**config.mk**
```make
export PLATFORM = sky130hd
export DESIGN_NAME = lsu_mem_ctrl
export DESIGN_NICKNAME = d
export VERILOG_FILES = /design/src/rtl/lsu_mem_ctrl.sv
export SDC_FILE = /design/constraint.sdc
export NUM_CORES = 1
export LEC_CHECK = 0
export CORE_MARGIN = 4
export CORE_UTILIZATION = 40
export CTS_CLUSTER_SIZE = 24
export DETAILED_ROUTE_END_ITERATION = 8
export HOLD_SLACK_MARGIN = 0.08
export MAX_ROUTING_LAYER = met4
export PLACE_DENSITY = 0.65
export RECOVER_POWER = 50
export SLEW_MARGIN = 20
export SYNTH_ARGS = -nofsm -noshare
export SYNTH_HDL_FRONTEND = slang
export SYNTH_SLANG_ARGS = --single-unit
export TNS_END_PERCENT = 1
```
**constraint.sdc**
```tcl
create_clock -name clk -period 6.8 [get_ports clk]
set_input_delay 1.7 -clock clk [delete_from_list [all_inputs] [get_ports clk]]
set_output_delay 1.7 -clock clk [all_outputs]
set_load 0.005 [all_outputs]
```
**src/rtl/lsu_mem_ctrl.sv**
```systemverilog
// lsu_mem_ctrl: sequential load/store unit between the MEM stage and data memory.
// Accepts one request per valid/ready handshake and performs it on a chip-select /
// grant / rvalid memory port with byte enables. It stalls the pipeline, by keeping
// ready low, until the one-cycle done pulse.
// Load data is returned sign- or zero-extended. XLEN may be 32 or 64.
// Build option: define LSU_MISALIGN_SPLIT_EN to split word-crossing accesses into
// two beats. Without it, a word-crossing access completes at once with
// misalign_exc_o set and no memory traffic.
// Misalignment inside a single bus word is always served in one beat.
module lsu_mem_ctrl #(
    parameter int XLEN = 32
) (
    input  logic                clk,
    input  logic                rst_n,
    input  logic                lsu_valid_i,
    output logic                lsu_ready_o,
    input  logic                lsu_store_i,
    input  logic [2:0]          funct3_i,
    input  logic [XLEN-1:0]     addr_i,
    input  logic [XLEN-1:0]     wdata_i,
    output logic                lsu_done_o,
    output logic [XLEN-1:0]     rdata_o,
    output logic                misalign_exc_o,
    output logic                mem_cs_o,
    output logic                mem_wr_o,
    output logic [XLEN-1:0]     mem_addr_o,
    output logic [XLEN/8-1:0]   mem_mask_o,
    output logic [XLEN-1:0]     mem_wdata_o,
    input  logic                mem_gnt_i,
    input  logic                mem_rvalid_i,
    input  logic [XLEN-1:0]     mem_rdata_i
);

    localparam int NB   = XLEN / 8;
    localparam int OFFW = $clog2(NB);

`ifdef LSU_MISALIGN_SPLIT_EN
    localparam logic SPLIT_EN = 1'b1;
`else
    localparam logic SPLIT_EN = 1'b0;
`endif

    typedef enum logic [2:0] {
        S_IDLE  = 3'd0,
        S_BEAT0 = 3'd1,
        S_WAIT0 = 3'd2,
        S_BEAT1 = 3'd3,
        S_WAIT1 = 3'd4,
        S_RESP  = 3'd5
    } state_t;

    // Registered state and request context
    state_t                 state_q;
    logic                   store_q;
    logic [2:0]             funct3_q;
    logic [OFFW-1:0]        off_q;
    logic                   cross_q;
    logic [NB-1:0]          mask_hi_q;
    logic [XLEN-1:0]        wdata_hi_q;
    logic [2*XLEN-1:0]      buf_q;

    // Registered outputs
    logic                   ready_q;
    logic                   done_q;
    logic                   exc_q;
    logic [XLEN-1:0]        rdata_q;
    logic                   cs_q;
    logic                   wr_q;
    logic [XLEN-1:0]        addr_q;
    logic [NB-1:0]          mask_q;
    logic [XLEN-1:0]        wdata_q;

    // Request decode (combinational, used on accept)
    logic [OFFW-1:0]        req_off_s;
    logic [4:0]             req_size_s;
    logic [4:0]             req_end_s;
    logic                   req_cross_s;
    logic                   req_illegal_s;
    logic [XLEN-1:0]        req_base_s;
    logic [2*NB-1:0]        req_en_s;
    logic [2*XLEN-1:0]      req_wsel_s;
    logic [2*NB-1:0]        req_mask_s;
    logic [2*XLEN-1:0]      req_wdata_s;

    // Load path
    logic [2*XLEN-1:0]      buf_next_s;
    logic [XLEN-1:0]        load_raw_s;
    logic [XLEN-1:0]        load_data_s;
    logic [XLEN-1:0]        beat1_addr_s;

    // Extend the low 8<<f3[1:0] bits of raw; f3[2] selects zero extension.
    function automatic logic [XLEN-1:0] extend_load(input logic [XLEN-1:0] raw,
                                                    input logic [2:0]      f3);
        int               nbits;
        logic             sign;
        logic [XLEN-1:0]  res;
        nbits = 8 << f3[1:0];
        if (nbits > XLEN) begin
            nbits = XLEN;
        end else begin
            nbits = nbits;
        end
        sign = raw[nbits-1] & ~f3[2];
        for (int i = 0; i < XLEN; i++) begin
            if (i < nbits) begin
                res[i] = raw[i];
            end else begin
                res[i] = sign;
            end
        end
        return res;
    endfunction

    assign lsu_ready_o    = ready_q;
    assign lsu_done_o     = done_q;
    assign misalign_exc_o = exc_q;
    assign rdata_o        = rdata_q;
    assign mem_cs_o       = cs_q;
    assign mem_wr_o       = wr_q;
    assign mem_addr_o     = addr_q;
    assign mem_mask_o     = mask_q;
    assign mem_wdata_o    = wdata_q;

    // Decode the incoming request: size, offset, word crossing, legality, lanes
    always_comb begin
        req_off_s  = addr_i[OFFW-1:0];
        req_size_s = 5'd1 << funct3_i[1:0];
        req_end_s  = 5'(req_off_s) + req_size_s;
        req_cross_s = (req_end_s > 5'(NB));
        if (XLEN == 64) begin
            req_illegal_s = (funct3_i == 3'b111);
        end else begin
            req_illegal_s = (funct3_i[1:0] == 2'b11) || (funct3_i == 3'b110);
        end
        req_base_s = addr_i;
        req_base_s[OFFW-1:0] = {OFFW{1'b0}};
        req_en_s   = {(2*NB){1'b0}};
        req_wsel_s = {(2*XLEN){1'b0}};
        for (int i = 0; i < NB; i++) begin
            if (i < int'(req_size_s)) begin
                req_en_s[i]         = 1'b1;
                req_wsel_s[8*i +: 8] = wdata_i[8*i +: 8];
            end else begin
                req_en_s[i]         = 1'b0;
                req_wsel_s[8*i +: 8] = 8'h00;
            end
        end
        // Lanes beyond NB spill into the second beat
        req_mask_s  = req_en_s << req_off_s;
        req_wdata_s = req_wsel_s << {req_off_s, 3'b000};
    end

    // Merge returning read data into the two-word assembly buffer and extend it
    always_comb begin
        buf_next_s = buf_q;
        case (state_q)
            S_WAIT0: buf_next_s[XLEN-1:0]      = mem_rdata_i;
            S_WAIT1: buf_next_s[2*XLEN-1:XLEN] = mem_rdata_i;
            default: buf_next_s = buf_q;
        endcase
        load_raw_s   = XLEN'(buf_next_s >> {off_q, 3'b000});
        load_data_s  = extend_load(load_raw_s, funct3_q);
        // Second beat is the next bus word; wraps at the top of the address space
        beat1_addr_s = addr_q + XLEN'(NB);
    end

    // Access sequencer with registered memory-port and pipeline outputs
    always_ff @(posedge clk or negedge rst_n) begin
        if (!rst_n) begin
            state_q    <= S_IDLE;
            store_q    <= 1'b0;
            funct3_q   <= 3'b000;
            off_q      <= {OFFW{1'b0}};
            cross_q    <= 1'b0;
            mask_hi_q  <= {NB{1'b0}};
            wdata_hi_q <= {XLEN{1'b0}};
            buf_q      <= {(2*XLEN){1'b0}};
            ready_q    <= 1'b1;
            done_q     <= 1'b0;
            exc_q      <= 1'b0;
            rdata_q    <= {XLEN{1'b0}};
            cs_q       <= 1'b1;
            wr_q       <= 1'b1;
            addr_q     <= {XLEN{1'b0}};
            mask_q     <= {NB{1'b0}};
            wdata_q    <= {XLEN{1'b0}};
        end else begin
            case (state_q)
                S_IDLE: begin
                    done_q <= 1'b0;
                    exc_q  <= 1'b0;
                    if (lsu_valid_i && ready_q) begin
                        ready_q    <= 1'b0;
                        store_q    <= lsu_store_i;
                        funct3_q   <= funct3_i;
                        off_q      <= req_off_s;
                        cross_q    <= req_cross_s;
                        mask_hi_q  <= req_mask_s[2*NB-1:NB];
                        wdata_hi_q <= req_wdata_s[2*XLEN-1:XLEN];
                        buf_q      <= {(2*XLEN){1'b0}};
                        if (req_illegal_s) begin
                            // Unsupported size: complete quietly with zero data
                            state_q <= S_RESP;
                            done_q  <= 1'b1;
                            rdata_q <= {XLEN{1'b0}};
                        end else if (req_cross_s && !SPLIT_EN) begin
                            state_q <= S_RESP;
                            done_q  <= 1'b1;
                            exc_q   <= 1'b1;
                            rdata_q <= {XLEN{1'b0}};
                        end else begin
                            state_q <= S_BEAT0;
                            cs_q    <= 1'b0;
                            wr_q    <= ~lsu_store_i;
                            addr_q  <= req_base_s;
                            mask_q  <= req_mask_s[NB-1:0];
                            wdata_q <= req_wdata_s[XLEN-1:0];
                        end
                    end else begin
                        state_q <= S_IDLE;
                    end
                end
                S_BEAT0: begin
                    if (mem_gnt_i) begin
                        if (store_q && cross_q) begin
                            state_q <= S_BEAT1;
                            cs_q    <= 1'b0;
                            addr_q  <= beat1_addr_s;
                            mask_q  <= mask_hi_q;
                            wdata_q <= wdata_hi_q;
                        end else if (store_q) begin
                            state_q <= S_RESP;
                            cs_q    <= 1'b1;
                            done_q  <= 1'b1;
                        end else begin
                            state_q <= S_WAIT0;
                            cs_q    <= 1'b1;
                        end
                    end else begin
                        state_q <= S_BEAT0;
                    end
                end
                S_WAIT0: begin
                    if (mem_rvalid_i) begin
                        buf_q <= buf_next_s;
                        if (cross_q) begin
                            state_q <= S_BEAT1;
                            cs_q    <= 1'b0;
                            addr_q  <= beat1_addr_s;
                            mask_q  <= mask_hi_q;
                        end else begin
                            state_q <= S_RESP;
                            done_q  <= 1'b1;
                            rdata_q <= load_data_s;
                        end
                    end else begin
                        state_q <= S_WAIT0;
                    end
                end
                S_BEAT1: begin
                    if (mem_gnt_i) begin
                        cs_q <= 1'b1;
                        if (store_q) begin
                            state_q <= S_RESP;
                            done_q  <= 1'b1;
                        end else begin
                            state_q <= S_WAIT1;
                        end
                    end else begin
                        state_q <= S_BEAT1;
                    end
                end
                S_WAIT1: begin
                    if (mem_rvalid_i) begin
                        buf_q   <= buf_next_s;
                        state_q <= S_RESP;
                        done_q  <= 1'b1;
                        rdata_q <= load_data_s;
                    end else begin
                        state_q <= S_WAIT1;
                    end
                end
                S_RESP: begin
                    done_q  <= 1'b0;
                    exc_q   <= 1'b0;
                    ready_q <= 1'b1;
                    state_q <= S_IDLE;
                end
                default: begin
                    state_q <= S_IDLE;
                    done_q  <= 1'b0;
                    exc_q   <= 1'b0;
                    ready_q <= 1'b1;
                    cs_q    <= 1'b1;
                    wr_q    <= 1'b1;
                end
            endcase
        end
    end

endmodule

```
# == Word-level counts from Yosys, hierarchy flattened ==
# Cells that the tools add are included.
# totals
register_bits,215
input_bits,105
output_inout_bits,105
word_cells,230
# op_classes
n_addsub,3
n_lt_le_gt_ge,39
n_eq_ne,20
n_shift,5
muxes,119
bitwise_logic,6
reduce_logical,21
# op_table
operator,count
$mux W32,21
$lt A6 B32 Y1 const A,16
$lt A5 B32 Y1 const A,8
$pmux W32 S3,2
$lt A4 B32 Y1 const A,4
$mux W64,2
$pmux W64 S2,1
$lt A3 B32 Y1 const A,2
$mux W1,64
$pmux W32 S2,1
$shl A32 B5 Y64,1
$shr A64 B5 Y32,1
$add A32 B3 Y32 const B,1
$gt A32 B7 Y1 const B,1
$lt A1 B32 Y1 const A,1
$lt A2 B32 Y1 const A,1
$lt A32 B7 Y1 const B,1
$mux W8,4
$shl A4 B2 Y32 const A,1
$sub A32 B2 Y32 const B,1
$mux W4,7
$mux W3,9
$ne A2 B2 Y1 const B,11
$reduce_and A6 Y1,3
other kinds (31),49

# == Longest topological paths before layout ==
# depth
word_depth,12
depth_mapped,16
ltp_nobuf,11

# == Worst setup path after synthesis ==
# Ideal clock, no wire load.
# synth_path
kind,input -> register
start,input funct3_i[1]
end,"register addr_q[24], in the netlist mem_addr_o[24]"
setup_time_ns,0.077
arrival_ns,4.712
t_required_ns,6.723
slack_ns,2.011
path_stages,16
path_buffers,5
cell_sequence,clkbuf_1 > or2_2 > clkbuf_1 > clkbuf_1 > inv_1 > ha_1 > inv_1 > fa_1 > xnor2_1 > a221oi_1 > a31oi_1 > nor3_1 > clkbuf_1 > clkbuf_1 > a21oi_1 > a21oi_1
# synth_via
elab_chain_cells,5
elab_cells_between_ends,9
classes_between,add/sub: 1; order compare: 1; eq/ne: 4; shift: 1; reduce/logical: 2
# synth_lines
item,line,source
from (decl),18,"input logic [2:0] funct3_i,"
$shl A1 B2 Y5,127,req_size_s = 5'd1 << funct3_i[1:0];
$add A2 B5 Y5,128,req_end_s = 5'(req_off_s) + req_size_s;
$gt A5 B3 Y1,129,req_cross_s = (req_end_s > 5'(NB));
$ne A2 B2 Y1 (no source line),-,
$reduce_and A8 Y1 (no source line) (*),-,
to (signal assigned),184,addr_q <= {XLEN{1'b0}};
to (signal assigned),215,addr_q <= req_base_s;
to (signal assigned),228,addr_q <= beat1_addr_s;
to (decl),69,logic [XLEN-1:0] addr_q;
# Every way passes the cells marked *; elsewhere a longest branch is shown, timed or not.
# A chain may end at the register's enable or synchronous reset.

# == Worst setup path after layout ==
# layout_path
start,input funct3_i[1]
end,"register addr_q[13], in the netlist mem_addr_o[13]"
# Same word-level chain as after synthesis.

==> summary.json <==
{
  "status": {
    "run_status": "finished, violations left",
    "failing_checks": "capacitance limit, slew limit"
  },
  "placement": {
    "pre_cts_ws_ns": 1.21,
    "total_placed_cells_including_tap_cells": 1599,
    "hpwl_mm": 23.1,
    "placement.io_buffers": 207,
    "gpl_wtd_cong": 0.915
  },
  "drt": {
    "remaining_design_rule_violation_count": 0,
    "first_pass_iters": 5,
    "post_drt_via_cell_ratio": 5.83,
    "detailroute.via_count": 9531,
    "drt_first_iter_violations": 767,
    "wl_per_cell_um": 20.6,
    "drt_wl_total_mm": 33.7,
    "detail-route-antenna-nets": 0
  },
  "worst_setup_path": {
    "timing.critical_path.from": "funct3_i[1]",
    "critPathRequiredTime_ns": 7.09,
    "critical_path_startpoint_category": "input pin",
    "worstPathCellList": "clkdlybuf4s50_1, buf_4, or2_2, inv_1, ha_1, inv_1, fa_1, nand2b_1, a221oi_1, a31oi_1, or3_1, o21ai_0, o21ai_0",
    "critPathKind": "in2reg",
    "worstSetupEndpointType": "flop",
    "critPathMaxStageDelay_ns": 0.70,
    "timing.critical_path.max_delay_family": "simple AND/OR/NAND/NOR gates",
    "timing.critical_path.slowest_stage_cell": "sky130_fd_sc_hd__or3_1",
    "timing.critical_path.buf_inv": 4,
    "path_max_fanout": 22,
    "rr_startpoint": "state_q[2]$_DFF_PN0_",
    "timing.critical_path.arrival_ns": 5.45
  },
  "clocking": {
    "postCtsSetupRepairBufs": 0,
    "clkTransAtPathRegs_ns": 0.08,
    "cts.path.max_buffers": 2,
    "clockRootBuffer": "sky130_fd_sc_hd__clkbuf_16",
    "worst_skew_pair.late_latency_ns": 0.45,
    "tritoncts": "built",
    "cts_max_level": 4,
    "cts_made_buffers": 17,
    "post_cts.resized_instances": 0,
    "tritoncts_num_sinks": 196,
    "cts.hold.buffers_added": 0
  },
  "synth": {
    "dominantRegCellSynth": "sky130_fd_sc_hd__dfrtp_1",
    "synth.lib_cells_used.distinct": 62,
    "syn_area_mm2": 0.0106,
    "yosys_register_bits": 196,
    "synth-edff-count": 0,
    "synth_seq_area_share_pct": 46.4,
    "netlist_instances": 1127,
    "synth_async_sr_flop_share_pct": 100,
    "syn_avg_cell_area_um2": 9.39,
    "ys_warn_count": 0
  },
  "hold_path": {
    "min-delay-path-class": "reg2reg",
    "hp-start": "mask_hi_q[2]$_DFFE_PN0P_"
  },
  "floorplan": {
    "std_cell_rows": 59,
    "starting_density_of_the_core_pct": 40.6,
    "core_area_mm2": 0.0261,
    "die-area_mm2": 0.0291,
    "floorplan.io_pins": 210,
    "die_y_um": 171,
    "floorplan.die.width_um": 171
  },
  "timing": {
    "worst_clock_skew_ns": 0.0187,
    "grt_setup_unrepaired": "false",
    "timing.final.ws_setup_ns": 1.64,
    "max_freq_ghz": 0.194,
    "final_hold_viol_count": 0,
    "period_share_pct": 75.9,
    "slew_violations": 105,
    "slew-limit-headroom_pct": -75.2,
    "totalNegativeSetupSlack_ns": 0,
    "worst_slew_pin_slew_ns": 2.63,
    "setup-violations-final": 0,
    "shortest_clock_period_the_worst_path_allows_after_layout_ns": 5.16
  },
  "cells_and_area": {
    "instances_no_fill": 1634,
    "layout.core_utilization_pct": 52.0,
    "drive_above_1_share_pct": 7.48,
    "nets": 1393,
    "filler_cell_count": 2413,
    "final_common_cell": "sky130_fd_sc_hd__nand2_1",
    "area_taken_by_multi_input_logic_gates_mm2": 0.00533,
    "regArea_mm2": 0.00491,
    "synthToLayoutAreaGrowth_pct": 28.1,
    "final_cell_mix": "sky130_fd_sc_hd__nand2_1, sky130_fd_sc_hd__dfrtp_1, sky130_fd_sc_hd__clkdlybuf4s50_1"
  },
  "global_routing": {
    "via_count_of_the_first_global_routing_pass": 9324,
    "initial_antenna_violation_count": 3,
    "global_route.usage.total_pct": 23.5,
    "global_route.overflow_total": 0,
    "grt_start_max_net_pins": 105,
    "grt_pass1_wl_mm": 52.3
  },
  "power_and_ir_drop": {
    "power_leakage_nw": 6.11,
    "peakVddDrop_v": 0.000246,
    "power-per-cell-area_mw_per_mm2": 421
  },
  "flow_run": {
    "timing.max_cap.violations": 1
  }
}
## layout make-up
| class | instances | area share [%] |
|---|---|---|
| Tap cell | 335 | 3.09 |
| Inverter | 12 | 0.332 |
| Clock inverter | 15 | 1.69 |
| Sequential cell | 196 | 36.2 |
| Antenna cell | 3 | 0.0554 |
| Timing Repair Buffer | 224 | 16.1 |
| Clock buffer | 17 | 3.14 |
| Multi-Input combinational cell | 832 | 39.3 |
## final timing paths
check                           depth (start not counted)                          to  slack (ns)
worst max-delay path                                   13  mem_addr_o[13]$_DFFE_PN0P_        1.64
worst min-delay path                                    1    mask_hi_q[2]$_DFFE_PN0P_        0.48
worst max register to register                          7     rdata_o[31]$_DFFE_PN0P_        3.10
worst min register to register                          1    mask_hi_q[2]$_DFFE_PN0P_        0.48
max in group asynchronous                               2   mem_addr_o[5]$_DFFE_PN0P_        2.29
min in group asynchronous                               1       buf_q[21]$_DFFE_PN0P_        2.05
## sequential cells by signal (all words and copies together), names as in the netlist
register        cells
misalign_exc_o      1
lsu_done_o          1
off_q               2
store_q             1
mem_addr_o         30
mem_mask_o          4
mem_wr_o            1
mem_wdata_o        32
state_q             3
rdata_o            32
buf_q              56
funct3_q            3
wdata_hi_q         24
lsu_ready_o         1
mask_hi_q           3
mem_cs_o            1
cross_q             1
## kinds of logic (layout without fill, tap and decap cells)
kind of cell | count (synthesis) | in the layout | synth area share, %
AO/OA/AOI/OAI | 378 | 378 | 24.7
AND/OR/NAND/NOR | 353 | 353 | 15.0
flip-flops | 196 | 196 | 46.4
buffers and inverters | 100 | 268 | 3.80
multiplexers | 91 | 91 | 9.18
adder cells (fa/ha/maj) | 5 | 5 | 0.662
XOR/XNOR | 3 | 3 | 0.248
other | 1 | 5 | 0.0354
## cells in the mapped netlist, drive strengths merged (12+ instances only)
| master | number | area (um2) |
|---|---|---|
| o31ai | 23 | 186 |
| inv | 12 | 45.0 |
| nand2 | 199 | 747 |
| a21oi | 67 | 335 |
| o22ai | 15 | 93.8 |
| o21ai | 82 | 410 |
| buf | 15 | 82.6 |
| mux2i | 73 | 731 |
| o211ai | 14 | 105 |
| a22o | 67 | 587 |
| nor2 | 52 | 198 |
| clkbuf | 73 | 274 |
| nand3 | 45 | 275 |
| dfrtp | 193 | 4830 |
| a22oi | 47 | 358 |
| mux2 | 15 | 169 |
## report_power, final
group | total, mW | switching, mW | internal (mW)
Combinational | 2.57 | 1.39 | 1.18
Sequential | 2.02 | 0.401 | 1.62
Clock | 1.12 | 0.548 | 0.577
Total | 5.71 | 2.34 | 3.37
## per-layer routing
layer / GRT usage, % / routed length (um) / vias to the layer above / share of wire (%)
li1: - / - / 4461 / -
met1: 30.1 / 14200 / 4667 / 42
met2: 37.9 / 16600 / 344 / 49
met3: 5.15 / 2020 / 59 / 6.0
met4: 6.74 / 873 / 0 / 2.6
met5: - / 0 / - / 0
## metrics by stage
stage / instance area, um2 / power (mW) / hold WS, ns
after floorplan: 10600 / 3.52 / 0.447
after global placement: 12900 / 4.60 / 0.461
after detailed placement: 12900 / 4.64 / 0.466
after CTS: 13600 / 5.78 / 0.484
after global routing: 13600 / 6.11 / 0.505
final: 13600 / 5.71 / 0.481
## worst reg2reg max path, stage by stage, from the launching register on
cell and delay, ns:
sky130_fd_sc_hd__dfrtp_1 0.89, sky130_fd_sc_hd__or3b_1 0.24, sky130_fd_sc_hd__buf_4 0.46, sky130_fd_sc_hd__mux4_2 0.68
sky130_fd_sc_hd__a22oi_2 0.17, sky130_fd_sc_hd__nor2_2 0.09, sky130_fd_sc_hd__o31ai_4 0.79, sky130_fd_sc_hd__o211ai_1 0.22
(Power assumes the default switching activity.)
